==> config.mk <==
export PLATFORM = sky130hd
export DESIGN_NAME = mc_alu
export DESIGN_NICKNAME = d
export VERILOG_FILES = /design/src/rtl/alu_pkg.sv /design/src/rtl/mc_alu_muldiv.sv /design/src/rtl/mc_alu.sv
export SDC_FILE = /design/constraint.sdc
export NUM_CORES = 1
export LEC_CHECK = 0
export CORE_MARGIN = 1.5
export CORE_UTILIZATION = 35
export DETAILED_ROUTE_END_ITERATION = 6
export DONT_BUFFER_PORTS = 1
export PLACE_DENSITY_LB_ADDON = 0.25
export SLEW_MARGIN = 15
export SYNTH_ARGS = -nofsm -noshare
export SYNTH_HDL_FRONTEND = slang
export SYNTH_SLANG_ARGS = --single-unit
==> constraint.sdc <==
create_clock -name clk -period 5.1 [get_ports clk]
set_input_delay 0.765 -clock clk [delete_from_list [all_inputs] [get_ports clk]]
set_output_delay 0.765 -clock clk [all_outputs]
set_load 0.02 [all_outputs]
==> src/rtl/alu_pkg.sv <==
// +----------------------------------------------------------------------------+
// | alu_pkg : opcode and FSM state encodings shared by the multi-cycle ALU     |
// | Revision: 1.0                                                              |
// +----------------------------------------------------------------------------+
`default_nettype none

package alu_pkg;

  localparam logic [3:0] ALU_AND  = 4'b0000;
  localparam logic [3:0] ALU_OR   = 4'b0001;
  localparam logic [3:0] ALU_ADD  = 4'b0010;
  localparam logic [3:0] ALU_XOR  = 4'b0011;
  localparam logic [3:0] ALU_MULU = 4'b0100;
  localparam logic [3:0] ALU_DIVU = 4'b0101;
  localparam logic [3:0] ALU_SUB  = 4'b0110;
  localparam logic [3:0] ALU_SLT  = 4'b0111;
  localparam logic [3:0] ALU_SLL  = 4'b1000;
  localparam logic [3:0] ALU_SRL  = 4'b1001;
  localparam logic [3:0] ALU_SRA  = 4'b1010;
  localparam logic [3:0] ALU_SLTU = 4'b1011;
  localparam logic [3:0] ALU_NOR  = 4'b1100;

  localparam logic [1:0] S_IDLE = 2'd0;
  localparam logic [1:0] S_MUL  = 2'd1;
  localparam logic [1:0] S_DIV  = 2'd2;
  localparam logic [1:0] S_DONE = 2'd3;

endpackage

`default_nettype wire

==> src/rtl/mc_alu_muldiv.sv <==
// +----------------------------------------------------------------------------+
// | mc_alu_muldiv : iterative one-bit-per-cycle shift-add multiplier and       |
// |                 restoring divider (divider present with MC_ALU_DIV_EN)     |
// | Revision: 1.0                                                              |
// +----------------------------------------------------------------------------+
`default_nettype none

module mc_alu_muldiv #(
  parameter int WIDTH = 32
) (
  input  logic             clk,
  input  logic             reset,
  input  logic             start_i,
`ifdef MC_ALU_DIV_EN
  input  logic             div_i,
`endif
  input  logic [WIDTH-1:0] a_i,
  input  logic [WIDTH-1:0] b_i,
  output logic             done_o,
  output logic [WIDTH-1:0] lo_o,
  output logic [WIDTH-1:0] hi_o
);

  localparam int            CW   = $clog2(WIDTH);
  localparam logic [CW-1:0] LAST = CW'(WIDTH - 1);

  logic             busy_q;
  logic [CW-1:0]    cnt_q;
  logic [WIDTH-1:0] opnd_q;
  logic [WIDTH-1:0] hi_q;
  logic [WIDTH-1:0] lo_q;
  logic [WIDTH:0]   sum;
  logic [WIDTH-1:0] step_hi;
  logic [WIDTH-1:0] step_lo;
`ifdef MC_ALU_DIV_EN
  logic             div_q;
  logic [WIDTH:0]   trial;
`endif

  // lo/hi outputs carry the result of the iteration in progress, so the
  // caller can capture the final value on the same edge that completes it.
  always_comb begin
    sum     = {1'b0, hi_q} + (lo_q[0] ? {1'b0, opnd_q} : '0);
    step_hi = sum[WIDTH:1];
    step_lo = {sum[0], lo_q[WIDTH-1:1]};
`ifdef MC_ALU_DIV_EN
    trial = {hi_q, lo_q[WIDTH-1]} - {1'b0, opnd_q};
    if (div_q) begin
      if (!trial[WIDTH]) begin
        step_hi = trial[WIDTH-1:0];
        step_lo = {lo_q[WIDTH-2:0], 1'b1};
      end else begin
        step_hi = {hi_q[WIDTH-2:0], lo_q[WIDTH-1]};
        step_lo = {lo_q[WIDTH-2:0], 1'b0};
      end
    end
`endif
  end

  assign done_o = busy_q && (cnt_q == LAST);
  assign lo_o   = step_lo;
  assign hi_o   = step_hi;

  always_ff @(posedge clk) begin
    if (reset) begin
      busy_q <= 1'b0;
      cnt_q  <= '0;
      opnd_q <= '0;
      hi_q   <= '0;
      lo_q   <= '0;
`ifdef MC_ALU_DIV_EN
      div_q  <= 1'b0;
`endif
    end else if (start_i) begin
      busy_q <= 1'b1;
      cnt_q  <= '0;
      hi_q   <= '0;
`ifdef MC_ALU_DIV_EN
      div_q  <= div_i;
      lo_q   <= div_i ? a_i : b_i;
      opnd_q <= div_i ? b_i : a_i;
`else
      lo_q   <= b_i;
      opnd_q <= a_i;
`endif
    end else if (busy_q) begin
      hi_q  <= step_hi;
      lo_q  <= step_lo;
      cnt_q <= cnt_q + 1'b1;
      if (done_o) busy_q <= 1'b0;
    end
  end

endmodule

`default_nettype wire

==> src/rtl/mc_alu.sv <==
// +----------------------------------------------------------------------------+
// | mc_alu : handshaked multi-cycle ALU with registered results held until     |
// |          consumed; divu is built only when MC_ALU_DIV_EN is defined        |
// | Revision: 1.0                                                              |
// +----------------------------------------------------------------------------+
`default_nettype none

module mc_alu
  import alu_pkg::*;
#(
  parameter int WIDTH = 32
) (
  input  logic             clk,
  input  logic             reset,
  input  logic             in_valid,
  output logic             in_ready,
  input  logic [3:0]       operation,
  input  logic [WIDTH-1:0] in1,
  input  logic [WIDTH-1:0] in2,
  output logic             out_valid,
  input  logic             out_ready,
  output logic [WIDTH-1:0] out,
  output logic [WIDTH-1:0] hi,
  output logic             zero,
  output logic             overflow,
  output logic             illegal,
  output logic             div_zero
);

  localparam int SHW = $clog2(WIDTH);

  logic [1:0]       state_q, state_d;
  logic [WIDTH-1:0] out_q, out_d;
  logic [WIDTH-1:0] hi_q, hi_d;
  logic             zero_q, zero_d;
  logic             ovf_q, ovf_d;
  logic             ill_q, ill_d;
  logic             dz_q, dz_d;

  logic [SHW-1:0]   shamt;
  logic [WIDTH-1:0] sum, diff, simple_res;
  logic             simple_ovf, simple_ill;
  logic             md_start, md_done;
  logic [WIDTH-1:0] md_lo, md_hi;
`ifdef MC_ALU_DIV_EN
  logic             md_div;
`endif

  assign shamt = in2[SHW-1:0];
  assign sum   = in1 + in2;
  assign diff  = in1 - in2;

  // mulu/divu land in the default arm here; the FSM intercepts them first,
  // so only a divu in a divider-less build reaches this path as illegal.
  always_comb begin
    simple_res = '0;
    simple_ovf = 1'b0;
    simple_ill = 1'b0;
    case (operation)
      ALU_AND:  simple_res = in1 & in2;
      ALU_OR:   simple_res = in1 | in2;
      ALU_XOR:  simple_res = in1 ^ in2;
      ALU_NOR:  simple_res = ~(in1 | in2);
      ALU_ADD: begin
        simple_res = sum;
        simple_ovf = (in1[WIDTH-1] == in2[WIDTH-1]) && (sum[WIDTH-1] != in1[WIDTH-1]);
      end
      ALU_SUB: begin
        simple_res = diff;
        simple_ovf = (in1[WIDTH-1] != in2[WIDTH-1]) && (diff[WIDTH-1] != in1[WIDTH-1]);
      end
      ALU_SLT:  simple_res = {{(WIDTH-1){1'b0}}, ($signed(in1) < $signed(in2))};
      ALU_SLTU: simple_res = {{(WIDTH-1){1'b0}}, (in1 < in2)};
      ALU_SLL:  simple_res = in1 << shamt;
      ALU_SRL:  simple_res = in1 >> shamt;
      ALU_SRA:  simple_res = $signed(in1) >>> shamt;
      default:  simple_ill = 1'b1;
    endcase
  end

  always_comb begin
    state_d  = state_q;
    out_d    = out_q;
    hi_d     = hi_q;
    zero_d   = zero_q;
    ovf_d    = ovf_q;
    ill_d    = ill_q;
    dz_d     = dz_q;
    md_start = 1'b0;
`ifdef MC_ALU_DIV_EN
    md_div   = 1'b0;
`endif
    case (state_q)
      S_IDLE: begin
        if (in_valid) begin
          hi_d  = '0;
          ovf_d = 1'b0;
          ill_d = 1'b0;
          dz_d  = 1'b0;
          if (operation == ALU_MULU) begin
            md_start = 1'b1;
            state_d  = S_MUL;
          end
`ifdef MC_ALU_DIV_EN
          else if (operation == ALU_DIVU) begin
            if (in2 == '0) begin
              out_d   = '1;
              hi_d    = in1;
              zero_d  = 1'b0;
              dz_d    = 1'b1;
              state_d = S_DONE;
            end else begin
              md_start = 1'b1;
              md_div   = 1'b1;
              state_d  = S_DIV;
            end
          end
`endif
          else begin
            out_d   = simple_res;
            zero_d  = (simple_res == '0);
            ovf_d   = simple_ovf;
            ill_d   = simple_ill;
            state_d = S_DONE;
          end
        end
      end
      S_MUL, S_DIV: begin
        if (md_done) begin
          out_d   = md_lo;
          hi_d    = md_hi;
          zero_d  = (md_lo == '0);
          state_d = S_DONE;
        end
      end
      S_DONE: begin
        if (out_ready) state_d = S_IDLE;
      end
      default: state_d = S_IDLE;
    endcase
  end

  always_ff @(posedge clk) begin
    if (reset) begin
      state_q <= S_IDLE;
      out_q   <= '0;
      hi_q    <= '0;
      zero_q  <= 1'b0;
      ovf_q   <= 1'b0;
      ill_q   <= 1'b0;
      dz_q    <= 1'b0;
    end else begin
      state_q <= state_d;
      out_q   <= out_d;
      hi_q    <= hi_d;
      zero_q  <= zero_d;
      ovf_q   <= ovf_d;
      ill_q   <= ill_d;
      dz_q    <= dz_d;
    end
  end

  mc_alu_muldiv #(
    .WIDTH (WIDTH)
  ) u_muldiv (
    .clk     (clk),
    .reset   (reset),
    .start_i (md_start),
`ifdef MC_ALU_DIV_EN
    .div_i   (md_div),
`endif
    .a_i     (in1),
    .b_i     (in2),
    .done_o  (md_done),
    .lo_o    (md_lo),
    .hi_o    (md_hi)
  );

  assign in_ready  = (state_q == S_IDLE);
  assign out_valid = (state_q == S_DONE);
  assign out       = out_q;
  assign hi        = hi_q;
  assign zero      = zero_q;
  assign overflow  = ovf_q;
  assign illegal   = ill_q;
  assign div_zero  = dz_q;

endmodule

`default_nettype wire

==> results.md, run 1 <==
- Detailed Route Iter0 Violations: 2,065
- Hold Crit Class: in2reg
- Antenna-violating nets left: 0
- Post-CTS sizing: 0
- Pin count of the biggest net entering global routing: approximately 140
- DR DRC count: 0
- Insertion delay to the later sink of the worst-skew pair: 0.46 ns
- Distinct cells, synth: 90
- Leakage: 7.50 nW
- Die width: around 230 um
- Setup-failing EPs final: 0
- Total number of vias: 19,600
- H-tree Lvls: 4
- Mapped Area: between 15,000 and 20,000 sq um
- Largest fanout on the critical path: just under 60
- Fill cell total of the finished layout: 5,528
- First-pass DRT Iterations: 5
- Synth top area cells: dfxtp_1 (18%), ha_1 (9.3%), mux4_2 (6.0%), mux2i_1 (6.0%), nor2_1 (5.4%)
- Maximum vdd drop: 0.276 mV
- I/O pin count: between 100 and 150
- Input/output buffers: 0
- Main synth FF type: dfxtp_1
- Layout cells sized above 1: a little under a tenth
- Mapped Cells: 2,462
- Fin cells: a little over 3,000
- Worst slew pin tran: about 1.0 ns
- Largest family of logic cells by synthesized area: compound AO/OA/AOI/OAI gates
- Hold violation count in the final report: 0
- Max Slew Vio Count: 0
- Clk pin slew, worst setup/hold paths: 0.07 ns
- Maxcap violations: 0
- Xor-xnor portion of the synthesized cell area: 1.79%
- Final worst-path setup slack: roughly 0.90 ns
- Routed WL: between 80 and 90 mm
- CTS Sinks: approximately 170
- HPWL after DPL: 67.3 mm
- Die area: 54,600 sq um
- Initial antenna violation count: 2
- Worst setup SP type: input pin
- Core area: 52,600 sq um
- Async SR Flop Fraction: 0%
- Die Ht: 234 um
- Area fraction of the dominant cell type after synthesis: between 10% and 20%
- Overflow after GRT: 0
- Worst rel slew slack: between 30 and 40%
- Synth Area in Compound Gates: ~28%
- Clk_skew: about 0.015 ns
- Global-route wire length before repair: 127 mm
- # rows: 84
- P per Cell Area: around 270 nW/um^2
- Syn Nets: 2,675
- Required time worst endpoint: 5.49 ns
- Mux share of post-synthesis cell area: 14.3%
- Clk buf depth: 2
- Synth Area in Simple Gates: 21.0%
- Fin crit period: 4.20 ns
- CP arrival: 4.58 ns
- Vias in the first global route: 18,500
- Syn avg cell area: 7.57 sq um
- Per-cell routed wire length: 28.7 um
- Sequential-to-total area share from yosys stat: approximately 18%
- Crit share post-route: 82.3%
- Initial Utilization: 35.5%
- Root Buffer: clkbuf_16
- Status: finished, final reports clean
- RSZ-0062 raised after global routing: no
- Placer's final routability congestion estimate: 0.997
- GRT Util Overall: between 30% and 40%
- Fin nets: 2,554
- EDFF count, synth: 0
- Setup total negative slack: 0 ns
- Hold Buf Count CTS: 0
- Area grow syn2layout: 6.06%
- Total CTS buffers: 17
- CTS tree: yes
- Setup crit end kind: flop
- Vias per inst: between 6 and 7
- Yosys top cell by area: dfxtp_1
- Dpl cells: 3,010
- CP Class: in2reg
- Synth Warn #: 0
- F_max: 238 MHz
- Adder-cell area share of the yosys netlist: around a tenth
- Synth Register Bits: 171
- Number of setup buffers added after CTS: 0
- Pre-CTS setup slack: 0.640 ns
-- stage by stage --
stage	power [W]	instance area, sq um	hold WS, ns	util (%)
final	0.00524	19800	0.374	37.6
after global routing	0.00548	19800	0.346	37.6
after CTS	0.00525	19800	0.337	37.6
after detailed placement	0.00393	19200	0.439	36.5
after global placement	0.00392	19200	0.435	36.5
after floorplan	0.00324	18600	0.432	-
-- critical path: stages --
cell and delay (ns):
clkinv_1 0.11, ha_1 0.38, nand2b_1 0.19, a221oi_1 0.41, o31ai_1 0.13, buf_4 0.18
a211oi_1 0.32, o211ai_1 0.22, and4_1 0.24, a2111oi_0 0.66, nand3_1 0.14, nor4_1 0.36
buf_4 0.19, nand4_1 0.08, o22ai_1 0.16
-- final cells by class --
| type | count | area (sq um) | area share [%] |
|---|---|---|---|
| timing repair buffer | 54 | 430 | 2.18 |
| clock buffer | 21 | 480 | 2.43 |
| antenna | 3 | 7.51 | 0.0380 |
| inverter | 117 | 439 | 2.22 |
| multi-input combinational | 1980 | 14000 | 70.9 |
| sequential | 171 | 3430 | 17.3 |
| clock inverter | 11 | 97.6 | 0.494 |
| tap | 688 | 861 | 4.36 |
-- flip-flops by register name, summed over array words and instances (netlist names) --
| register | flops |
|---|---|
| illegal | 1 |
| u_muldiv.cnt_q | 5 |
| u_muldiv.lo_q | 32 |
| hi | 32 |
| zero | 1 |
| u_muldiv.opnd_q | 32 |
| u_muldiv.busy_q | 1 |
| state_q | 2 |
| out | 32 |
| u_muldiv.hi_q | 32 |
| overflow | 1 |
-- Yosys cell counts (all sizes together), types with 16 or more instances --
cell    count
a211oi     68
mux2i     112
nor4       25
clkbuf    145
o21ai     107
a221o      18
mux4       50
nand3      48
ha        138
a31oi      21
a221oi     19
o22ai      26
a21oi     192
or3        16
nand2b     35
nor3       53
buf        49
a22oi      54
inv       113
nand2     247
xnor2      31
and2       48
o31ai      16
nor2      269
a21o       27
dfxtp     171
nor2b      18
mux2       37
o211ai     50
-- power breakdown --
group	leakage [nW]	switching [W]	internal [W]
registers	1.38	0.000243	0.00147
clock network	0.291	0.000618	0.000692
logic	5.83	0.00149	0.000728
-- cells in the final DEF, fill, tap and decap left out, types with 15 or more instances in the layout --
cell and n:
o22ai_1 26, inv_1 111, ha_1 138, xnor2_1 31, nand2b_1 35, dfxtp_1 170, o21bai_1 15, nand3_1 47
mux2_2 36, nand2_1 247, clkbuf_16 17, nor4_1 25, or3_1 16, a21o_1 27, nor2_1 269, buf_4 52
o31ai_1 16, o211ai_1 50, a221oi_1 18, a31oi_1 21, mux2i_1 112, a21oi_1 191, and2_1 47, a211oi_1 68
a221o_1 18, nor3_1 51, mux4_2 50, o21ai_0 104, nor2b_1 18, a22oi_1 52
-- logic make-up (layout without fill, tap and decap cells) --
kind of cell / after synthesis / after routing
compound gates: 764 / 764
xor+xnor: 38 / 38
fa+ha+maj: 141 / 141
buf+inv: 311 / 203
flops: 171 / 171
mux: 199 / 199
other cells: 1 / 4
simple gates: 837 / 837
-- final timing paths --
check / start / depth (start not counted) / to / slack (ns)
min: reset / 1 / hi[28]$_SDFFE_PP0P_ / 0.37
max reg2reg: u_muldiv.lo_q[0]$_SDFFE_PP0P_ / 15 / u_muldiv.hi_q[31]$_SDFFE_PP0P_ / 1.05
min reg2reg: u_muldiv.opnd_q[17]$_SDFFE_PP0P_ / 2 / u_muldiv.opnd_q[17]$_SDFFE_PP0P_ / 0.45
max: in2[2] / 15 / zero$_SDFFE_PP0P_ / 0.90
-- routing by layer --
| metal | vias to the layer above | part of all wire, % | GRT usage (%) |
|---|---|---|---|
| li1 | 8885 | - | - |
| met1 | 9574 | 40 | 39.2 |
| met2 | 921 | 46 | 51.7 |
| met3 | 206 | 7.4 | 5.76 |
| met4 | 2 | 5.8 | 16.8 |
| met5 | - | 0.013 | 0 |
(Power assumes the default switching activity.)
==> inputs of run 2 (changes only) <==
==> constraint.sdc (replaced) <==
create_clock -name clk -period 3.9 [get_ports clk]
set_input_delay 0.585 -clock clk [delete_from_list [all_inputs] [get_ports clk]]
set_output_delay 0.585 -clock clk [all_outputs]
set_load 0.02 [all_outputs]
==> results.md, run 2 (synthesis results as in run 1) <==
- # rows: 84 (unchanged)
- GRT Util Overall: 30.5% (-0.98 points)
- Setup crit end kind: flop
- RSZ-0062 raised after global routing: yes
- Antenna cell count: 0 (-3)
- Fill cell total of the finished layout: 5,574 (+0.83%)
- Worst rel slew slack: 25.3% (-4.7 points)
- Vias in the first global route: 19,100 (+3.0%)
- Antenna-violating nets left: 0 (unchanged)
- CP cell instances: inv_1, ha_1, inv_1, fa_1, nand2b_1, a221oi_2, o31ai_2, buf_4, a211oi_1, buf_4, o211ai_1, buf_4, a31o_1, a21oi_1, nor3_1, a22oi_1, or4_1, o22ai_1
- Fin util: 39.7% (+2.1 points)
- Final Cell Area: 20,900 sq um (+5.6%)
- Metal2 WL: 39.2 mm (-3.1%)
- Worst setup SP type: input pin
- Setup total negative slack: 0 ns (unchanged)
- FF+latch area: 3430 sq um (about the same)
- Clk buf depth: 2 (unchanged)
- Maxcap violations: 0 (unchanged)
- Max Slew Vio Count: 0 (unchanged)
- I/O pin count: 142 (unchanged)
- Maximum vdd drop: 0.352 mV (+28%)
- Fin cells: 3,176 (+4.3%)
- Total CTS buffers: 17 (unchanged)
- Hold Crit Class: in2reg
- Die Ht: 234 um (unchanged)
- Core area: 52,600 sq um (unchanged)
- H-tree Lvls: 4 (unchanged)
- Max incr delay on CP: 0.53 ns (-0.13 ns)
- CTS tree: yes
- Commonest non-fill, non-tap cell in the layout: nor2_1
- Total number of vias: 20,100 (+2.5%)
- DR DRC count: 0 (unchanged)
- Per-cell routed wire length: 26.7 um (-7.0%)
- Area grow syn2layout: 12.0%
- P per Cell Area: 337 nW/um^2 (+27%)
- Overflow after GRT: 0 (unchanged)
- Highest routed metal layer: met5
- Vias per inst: 6.32 (-1.7%)
- First-pass DRT Iterations: 6 (+1)
- Placer's final routability congestion estimate: 1.03 (+3.7%)
- Commonest non-fill, non-tap cells in the layout: nor2_1 (269), nand2_1 (247), a21oi_1 (191)
- Setup-failing EPs final: 0 (unchanged)
- Die width: 234 um (unchanged)
- F_max: roughly 270 MHz
- Hold violation count in the final report: 0 (unchanged)
- Pin count of the biggest net entering global routing: 139 (unchanged)
- CP Class: in2reg
- Most used cell, CP: buf_4
- Initial antenna violation count: 5 (+3)
- Crit share post-route: a little over nine tenths
- Number of setup buffers added after CTS: 0 (unchanged)
- DP Area: 20,300 sq um (+5.7%)
- Input/output buffers: 0 (unchanged)
- CP arrival: 4.05 ns (-0.53 ns)
- Status: finished, final reports clean
- Min Hold Slack: 0.204 ns (-0.169 ns)
- Root Buffer: clkbuf_16
- Dpl cells: 3,144 (+4.5%)
- Insertion delay to the later sink of the worst-skew pair: 0.45 ns (about the same)
- Clk_skew: 0.0127 ns (-0.00178 ns)
- Global-route wire length before repair: 125 mm (-1.7%)
- Largest fanout on the critical path: 8 (-86%)
- Multi-input logic area: 14,100 sq um (+0.40%)
- Hold Buf Count CTS: 0 (unchanged)
- Routed WL: 84.8 mm (-3.0%)
- Detailed Route Iter0 Violations: 2,441 (+18%)
- HPWL after DPL: 66.8 mm (-0.82%)
- Clk pin slew, worst setup/hold paths: 0.07 ns (about the same)
- Die area: 54,600 sq um (unchanged)
- Layout cells sized above 1: 14.6% (+5.2 points)
- Worst slew pin tran: 1.12 ns (+0.0685 ns)
- Slowest CP cell: or4_1
- Required time worst endpoint: 4.28 ns (-1.21 ns)
- Leakage: 8.17 nW (+8.9%)
- CTS Sinks: 171 (unchanged)
- Fin nets: 2,688 (+5.2%)
- Fin crit period: 3.67 ns
- Initial Utilization: 35.5% (unchanged)
- Routed met3 length: 6.06 mm (-6.0%)
- Wl on met1: 34.8 mm (-1.9%)
run 2: per-layer routing:
layer / global-route usage (%) / vias to the layer above
li1: - / 9112
met5: 0 / -
met1: 38.8 / 9774
met2: 49.9 / 998
met4: 15.6 / 2
met3: 4.90 / 194
run 2: area by class of cell:
| type | instances | area share [%] |
|---|---|---|
| Timing Repair Buffer | 188 | 7.06 |
| Sequential cell | 171 | 16.4 |
| Inverter | 117 | 2.10 |
| Clock inverter | 11 | 0.642 |
| Clock buffer | 21 | 2.16 |
| Tap cell | 688 | 4.13 |
| Multi-Input combinational cell | 1980 | 67.5 |
run 2: worst max-delay path: cells and delay by family:
family | cells | cell delay [ns]
AO/OA/AOI/OAI | 8 | 1.36
AND/OR/NAND/NOR | 3 | 0.86
buffers and inverters | 5 | 0.65
adder cells (fa/ha/maj) | 2 | 0.59
run 2: worst paths after layout:
kind,from,end,slack [ns],cells after the start
worst max-delay path,in1[0],zero$_SDFFE_PP0P_,0.23,18
worst min-delay path,reset,hi[30]$_SDFFE_PP0P_,0.20,1
worst max register to register,u_muldiv.lo_q[0]$_SDFFE_PP0P_,hi[31]$_SDFFE_PP0P_,0.28,14
worst min register to register,u_muldiv.opnd_q[31]$_SDFFE_PP0P_,u_muldiv.opnd_q[31]$_SDFFE_PP0P_,0.45,2
run 2: stage by stage:
step | setup slack [ns] | total power (W)
final | 0.229 | 0.00703
after detailed placement | -0.168 | 0.00530
after global placement | -0.121 | 0.00527
after floorplan | 0.00612 | 0.00425
after global routing | -0.00696 | 0.00737
after CTS | 0.0741 | 0.00703
run 2: what timing repair did:
item | CTS | global route
gates resized for setup | 0 | 2
endpoints found under the hold margin | 0 | 0
setup endpoints to repair | 0 | 7
run 2: report_power, final:
part | switching [W] | internal (W) | leakage (nW) | total, W
Combinational | 0.00195 | 0.00112 | 6.49 | 0.00306
Sequential | 0.000323 | 0.00192 | 1.38 | 0.00225
Clock | 0.000742 | 0.000973 | 0.289 | 0.00172
Total | 0.00301 | 0.00401 | 8.17 | 0.00703
==> inputs of run 3 (changes only) <==
--- a/config.mk
+++ b/config.mk
@@ -10,6 +10,7 @@
 export DETAILED_ROUTE_END_ITERATION = 6
 export DONT_BUFFER_PORTS = 1
 export PLACE_DENSITY_LB_ADDON = 0.25
+export SKIP_CTS_REPAIR_TIMING = 1
 export SLEW_MARGIN = 15
 export SYNTH_ARGS = -nofsm -noshare
 export SYNTH_HDL_FRONTEND = slang
==> results of run 3 <==
Final layout, timing and power as in run 2 (identical DEF).
